**src/rtl/ripemd160_pkg.sv**
```systemverilog
// Shared constants for the RIPEMD-160 left-line sequencer: FSM encoding,
// r/s step tables and round constants.
package ripemd160_pkg;

  typedef logic [1:0] fsm_state_t;
  localparam fsm_state_t StIdle = 2'd0;
  localparam fsm_state_t StRun  = 2'd1;
  localparam fsm_state_t StDone = 2'd2;

  // One nibble per step, step 0 in the most significant nibble.
  localparam logic [319:0] R_LEFT = {
    64'h0123456789ABCDEF, 64'h74D1A6F3C0952EB8, 64'h3AE49F812706DB5C,
    64'h19BA08C4D37FE562, 64'h40597C2AE138B6FD
  };

  localparam logic [319:0] S_LEFT = {
    64'hBEFC5879BDEF6798, 64'h768DB97F7CF9B7DC, 64'hBD67E9DFE8D65C75,
    64'hBCEFEF989E56865C, 64'h9F5B68DC5CDEB856
  };

  localparam logic [31:0] K_LEFT0 = 32'h0000_0000;
  localparam logic [31:0] K_LEFT1 = 32'h5A82_7999;
  localparam logic [31:0] K_LEFT2 = 32'h6ED9_EBA1;
  localparam logic [31:0] K_LEFT3 = 32'h8F1B_BCDC;
  localparam logic [31:0] K_LEFT4 = 32'hA953_FD4E;

  function automatic logic [8:0] nib_top(input logic [6:0] j);
    return 9'd319 - {j, 2'b00};
  endfunction

  function automatic logic [3:0] left_r(input logic [6:0] j);
    return R_LEFT[nib_top(j) -: 4];
  endfunction

  function automatic logic [3:0] left_s(input logic [6:0] j);
    return S_LEFT[nib_top(j) -: 4];
  endfunction

  function automatic logic [31:0] left_k(input logic [2:0] t);
    case (t)
      3'd0:    return K_LEFT0;
      3'd1:    return K_LEFT1;
      3'd2:    return K_LEFT2;
      3'd3:    return K_LEFT3;
      3'd4:    return K_LEFT4;
      default: return 32'h0;
    endcase
  endfunction

endpackage

```
**src/rtl/ripemd160_left_rom.sv**
```systemverilog
// Combinational step lookup: j -> message index r, rotate s, constant K, function select t.
module ripemd160_left_rom
  import ripemd160_pkg::*;
(
  input  logic [6:0]  j,
  output logic [3:0]  r,
  output logic [7:0]  s,
  output logic [31:0] k,
  output logic [2:0]  t
);

  always_comb begin
    r = '0;
    s = '0;
    k = '0;
    t = '0;
    if (j < 7'd80) begin
      r = left_r(j);
      s = {4'd0, left_s(j)};
      t = j[6:4];
      k = left_k(j[6:4]);
    end
  end

endmodule

```
**src/rtl/ripemd160_left_seq.sv**
```systemverilog
// RIPEMD-160 left-line sequencer: latches a block, drives 80 steps through an
// external step datapath and presents the final left-line state.
module ripemd160_left_seq
  import ripemd160_pkg::*;
#(
  parameter int unsigned STEPS = 80
) (
  input  logic         clk,
  input  logic         rst_n,
  input  logic         blk_valid_i,
  output logic         blk_ready_o,
  input  logic [511:0] blk_data_i,
  input  logic [159:0] chain_i,
  output logic [159:0] step_state_o,
  output logic [31:0]  step_m_o,
  output logic [7:0]   step_s_o,
  output logic [31:0]  step_k_o,
  output logic [2:0]   step_t_o,
  input  logic [159:0] step_result_i,
  output logic         done_valid_o,
  input  logic         done_ready_i,
  output logic [159:0] left_state_o
);

  fsm_state_t   fsm_q, fsm_d;
  logic [6:0]   j_q, j_d;
  logic [159:0] state_q, state_d;
  logic [31:0]  x_q [16];
  logic         load_x;
  logic         run;
  logic         last;

  logic [3:0]   rom_r;
  logic [7:0]   rom_s;
  logic [31:0]  rom_k;
  logic [2:0]   rom_t;

  assign run  = (fsm_q == StRun);
  assign last = (j_q == 7'(STEPS - 1));

  ripemd160_left_rom u_rom (
    .j (j_q),
    .r (rom_r),
    .s (rom_s),
    .k (rom_k),
    .t (rom_t)
  );

  always_comb begin
    fsm_d   = fsm_q;
    j_d     = j_q;
    state_d = state_q;
    load_x  = 1'b0;
    case (fsm_q)
      StIdle: begin
        if (blk_valid_i) begin
          fsm_d   = StRun;
          j_d     = '0;
          state_d = chain_i;
          load_x  = 1'b1;
        end
      end
      StRun: begin
        state_d = step_result_i;
        if (last) fsm_d = StDone;
        else      j_d   = j_q + 7'd1;
      end
      StDone: begin
        if (done_ready_i) fsm_d = StIdle;
      end
      default: fsm_d = StIdle;
    endcase
  end

  always_ff @(posedge clk or negedge rst_n) begin
    if (!rst_n) begin
      fsm_q   <= StIdle;
      j_q     <= '0;
      state_q <= '0;
      for (int i = 0; i < 16; i++) x_q[i] <= '0;
    end else begin
      fsm_q   <= fsm_d;
      j_q     <= j_d;
      state_q <= state_d;
      if (load_x) begin
        for (int i = 0; i < 16; i++) x_q[i] <= blk_data_i[32*i +: 32];
      end
    end
  end

  // Ready is gated by reset so every output reads 0 while reset is held.
  assign blk_ready_o  = (fsm_q == StIdle) && rst_n;
  assign done_valid_o = (fsm_q == StDone);
  assign left_state_o = done_valid_o ? state_q : '0;

  assign step_state_o = run ? state_q     : '0;
  assign step_m_o     = run ? x_q[rom_r]  : '0;
  assign step_s_o     = run ? rom_s       : '0;
  assign step_k_o     = run ? rom_k       : '0;
  assign step_t_o     = run ? rom_t       : '0;

endmodule

```
**config.mk**
```make
export PLATFORM = sky130hd
export DESIGN_NAME = ripemd160_left_seq
export DESIGN_NICKNAME = d
export VERILOG_FILES = /design/src/rtl/ripemd160_pkg.sv /design/src/rtl/ripemd160_left_rom.sv /design/src/rtl/ripemd160_left_seq.sv
export SDC_FILE = /design/constraint.sdc
export NUM_CORES = 1
export LEC_CHECK = 0
export CORE_AREA = 2 2 474 476
export CTS_BUF_LIST = sky130_fd_sc_hd__clkbuf_8
export DETAILED_ROUTE_END_ITERATION = 10
export DIE_AREA = 0 0 476 478
export PLACE_DENSITY = 0.43
export SYNTH_ARGS = -nofsm -noshare
export SYNTH_HDL_FRONTEND = slang
export SYNTH_HIERARCHICAL = 1
export SYNTH_SLANG_ARGS = --single-unit
```
**constraint.sdc**
```tcl
create_clock -name clk -period 3.9 [get_ports clk]
set_input_delay 0.39 -clock clk [delete_from_list [all_inputs] [get_ports clk]]
set_output_delay 0.39 -clock clk [all_outputs]
set_load 0.02 [all_outputs]
```
==> results by group <==
Status
  – Outcome: finished with violations
  – Failing checks: setup timing

Floorplanning
  – Chip width: roughly 480 um
  – Die Area: roughly 230000 um2
  – Die Y: approximately 480 um
  – Core Rows: roughly 170
  – Core Region: 223000 um2
  – Starting Density: 15.4%
  – I/O pin total: approximately 1200

Setup path
  – Worst Path Max Fanout: 8
  – Endpoint class of the critical path: primary output
  – CP Buf/Inv Count: 4
  – Slowest CP cell: mux4_2
  – Crit path max-delay family: compound AO/OA/AOI/OAI gates
  – R2R Path Start: fsm_q[0]$_DFFE_PN0P_
  – Critical Path, Cell by Cell: inv_2 > ha_4 > nor2b_2 > or3_1 > a21oi_2 > nor4b_4 > a211oi_4 > buf_12 > buf_4 > mux4_2 > a22o_1 > a221o_1 > buf_2
  – WP data required: approximately 3.5 ns
  – CP Launch Point: j_q[0]$_DFFE_PN0P_
  – Largest stage delay on the critical path: ~0.52 ns
  – CP Launch Type: register
  – Arr. time, crit path: approximately 4.4 ns
  – Setup Crit Path Kind: register to primary output

Pwr
  – Tot Pwr: roughly 62 mW
  – Worst-case vdd ir drop: 718 uV
  – Leakage: around 25 nW
  – Pwr/cell area: 1030 nW/um2

Clock tree
  – Clock latency on the worst-skew pair: 0.91 ns
  – Longest Clk Path Bufs: 3
  – Clk slew on worst S/H paths: approximately 0.050 ns
  – H-Tree Depth: 4
  – Clk sinks: 681
  – CTS tree: built
  – CTS Buf Count: approximately 150
  – Root Buffer Master: clkbuf_8

Place
  – PortBufs: between 1000 and 1500
  – Placer congestion estimate: 0.906
  – Post-DP HPWL: about 180 mm

Timing
  – Part of the cycle the worst path needs: 123%
  – Hold Fails Final Rpt: 0
  – Slew margin rel.: between 40% and 50%
  – Worst slew pin tran: between 0.8 and 0.9 ns
  – Layout Skew: between 0.03 and 0.04 ns
  – Final setup fails: 32
  – Setup TNS Final: -23.18 ns
  – Setup ws final: -0.879 ns
  – Highest clock rate: about 0.21 GHz
  – RSZ-0062 raised after global routing: true
  – Post-route minimum period: about 4.8 ns
  – Max Slew Vio Count: 0

Min path
  – Worst hold path startpoint: step_result_i[64]
  – Min-delay worst type: input port to register

Final layout
  – Final core utilization: 27.2%
  – Most frequent cells in the layout: clkdlybuf4s50_1 (1127), dfrtp_1 (681), mux2_2 (512)
  – Layout Nets: roughly 5700
  – Layout overhead on the synthesized area: 77.0%
  – Layout cells sized above 1: approximately 26%
  – Most common cell after layout, fill and taps aside: clkdlybuf4s50_1

Drt
  – Total Routed Length: around 220 mm
  – DRC errors left: 0
  – Vias per cell: ~4.1
  – Drt wl/cell: approximately 28 um
  – Initial drt markers: ~2000
  – Router iterations before antenna repair: 5
  – Antenna Nets Post-Route: 0
  – DR vias: 32300

Yosys
  – Synth cell types: 64
  – Register area share after synthesis: 49.6%
  – Cell area after synthesis: 34300 um2
  – Syn. warnings: 6
  – Post-synth ARST share: between 90% and 100%
  – FF+latch count, synth: 681
  – Post-synthesis cell count: 2903
  – Syn_area_per_cell: 11.8 um2
  – EDFF count, synth: 0
  – Synth Flop Type: dfrtp_1

GRT
  – Number of global-route vias before repair: approximately 34000
  – First-pass GRT wire length: approximately 290 mm
  – Global-route usage over all layers: between 10% and 20%
  – Initial antenna violation count: ~150
  – Overflow after GRT: 0
  – Largest net degree at the start of global routing: 140

Run
  – Max-cap check violation count: 0
[report_power, final]
part	total [mW]	internal [mW]	switching (mW)
combinational	41.8	21.3	20.5
clock	7.89	4.21	3.69
sequential	12.7	10.1	2.61
total	62.5	35.6	26.8
[area by class of cell]
| type | instances | area, um2 |
|---|---|---|
| fill | 23600 | 162000 |
| timing repair buffer | 2004 | 20400 |
| sequential | 681 | 17000 |
| multi-input combinational | 1953 | 16500 |
| tap | 2992 | 3740 |
| clock buffer | 175 | 2410 |
| clock inverter | 65 | 437 |
| antenna | 59 | 148 |
| inverter | 19 | 71.3 |
[metrics by stage]
step	hold WS (ns)	instance area, um2	setup slack [ns]	std cells
after detailed placement	0.328	51100	-0.614	7090
final	0.139	60800	-0.879	7948
after CTS	0.0000187	60000	-1.11	7860
after global routing	0.0328	60700	-1.11	7929
after global placement	0.320	51100	-0.583	7090
after floorplan	0.0944	34300	0.0828	2908
[worst paths after layout]
kind,endpoint,slack (ns),cells past startpoint
min in group asynchronous,x_q[308]$_DFFE_PN0P_,0.28,3
setup reg to reg,state_q[156]$_DFFE_PN0P_,1.18,6
setup / recovery,step_m_o[13],-0.88,13
hold / removal,state_q[64]$_DFFE_PN0P_,0.14,3
max in group asynchronous,x_q[3]$_DFFE_PN0P_,2.39,4
hold reg to reg,state_q[8]$_DFFE_PN0P_,0.48,2
[layer usage]
metal	share of wire [%]	GRT usage, %
met5	0.18	0
met4	6.2	10.3
met3	6.7	4.72
met2	52	34.5
met1	35	19.6
[cells by family (layout without fill, tap and decap cells)]
kind of cell / count (synthesis) / after routing / share of synthesized area, %
and+or+nand+nor: 863 / 863 / 12.9
muxes: 712 / 712 / 24.8
DFF: 681 / 681 / 49.6
AOI/OAI and AO/OA: 353 / 353 / 7.80
buffers and inverters: 274 / 2263 / 4.21
adders and majority gates: 14 / 14 / 0.510
xor gates and xnor gates: 5 / 5 / 0.128
other: 1 / 65 / 0.0109
[cells in the mapped netlist (3+ instances only)]
cell type | instances | share of area (%)
dfrtp_1 | 681 | 50
mux2_2 | 512 | 17
and2_1 | 366 | 6.7
nand2_1 | 355 | 3.9
a22oi_1 | 231 | 5.1
mux2i_1 | 139 | 4.1
buf_2 | 98 | 1.4
clkbuf_1 | 88 | 0.96
mux4_2 | 60 | 3.9
buf_4 | 33 | 0.72
nand3_1 | 32 | 0.47
nor2_1 | 29 | 0.32
and3_1 | 23 | 0.42
a221o_1 | 21 | 0.61
a22o_1 | 21 | 0.54
buf_6 | 21 | 0.69
inv_1 | 18 | 0.20
o21ai_0 | 17 | 0.25
a21oi_1 | 14 | 0.20
ha_1 | 14 | 0.51
nor2b_1 | 14 | 0.26
buf_1 | 13 | 0.14
nand2b_1 | 9 | 0.16
nor3_1 | 8 | 0.12
o211ai_1 | 7 | 0.15
nand3b_1 | 6 | 0.13
o21a_1 | 6 | 0.13
nor3b_1 | 5 | 0.11
a31oi_1 | 4 | 0.073
nor4_1 | 4 | 0.073
o31ai_1 | 4 | 0.087
xnor2_1 | 4 | 0.10
a311oi_1 | 3 | 0.077
a32o_1 | 3 | 0.087
o21ai_1 | 3 | 0.044
o311ai_0 | 3 | 0.077
[registers in the layout, indices dropped and copies added, names as in the netlist]
name and count:
x_q 512, state_q 160, j_q 7, fsm_q 2
[what timing repair did]
item | 4_1_cts | 5_1_grt
resized for setup | 279 | 93
endpoints found under the hold margin | 906 | 0
pin swaps | 39 | 43
hold buffers | 480 | 0
cloned | 8 | 3
setup buffers | 43 | 30
setup endpoints to repair | 85 | 39
[tightest hold or removal path, delay by kind of cell]
| family | cells | cell delay [ns] |
|---|---|---|
| AO/OA/AOI/OAI | 1 | 0.07 |
| buffers and inverters | 1 | 0.46 |
| AND/OR/NAND/NOR | 1 | 0.05 |
No activity file was read; power rests on OpenSTA's default activity.
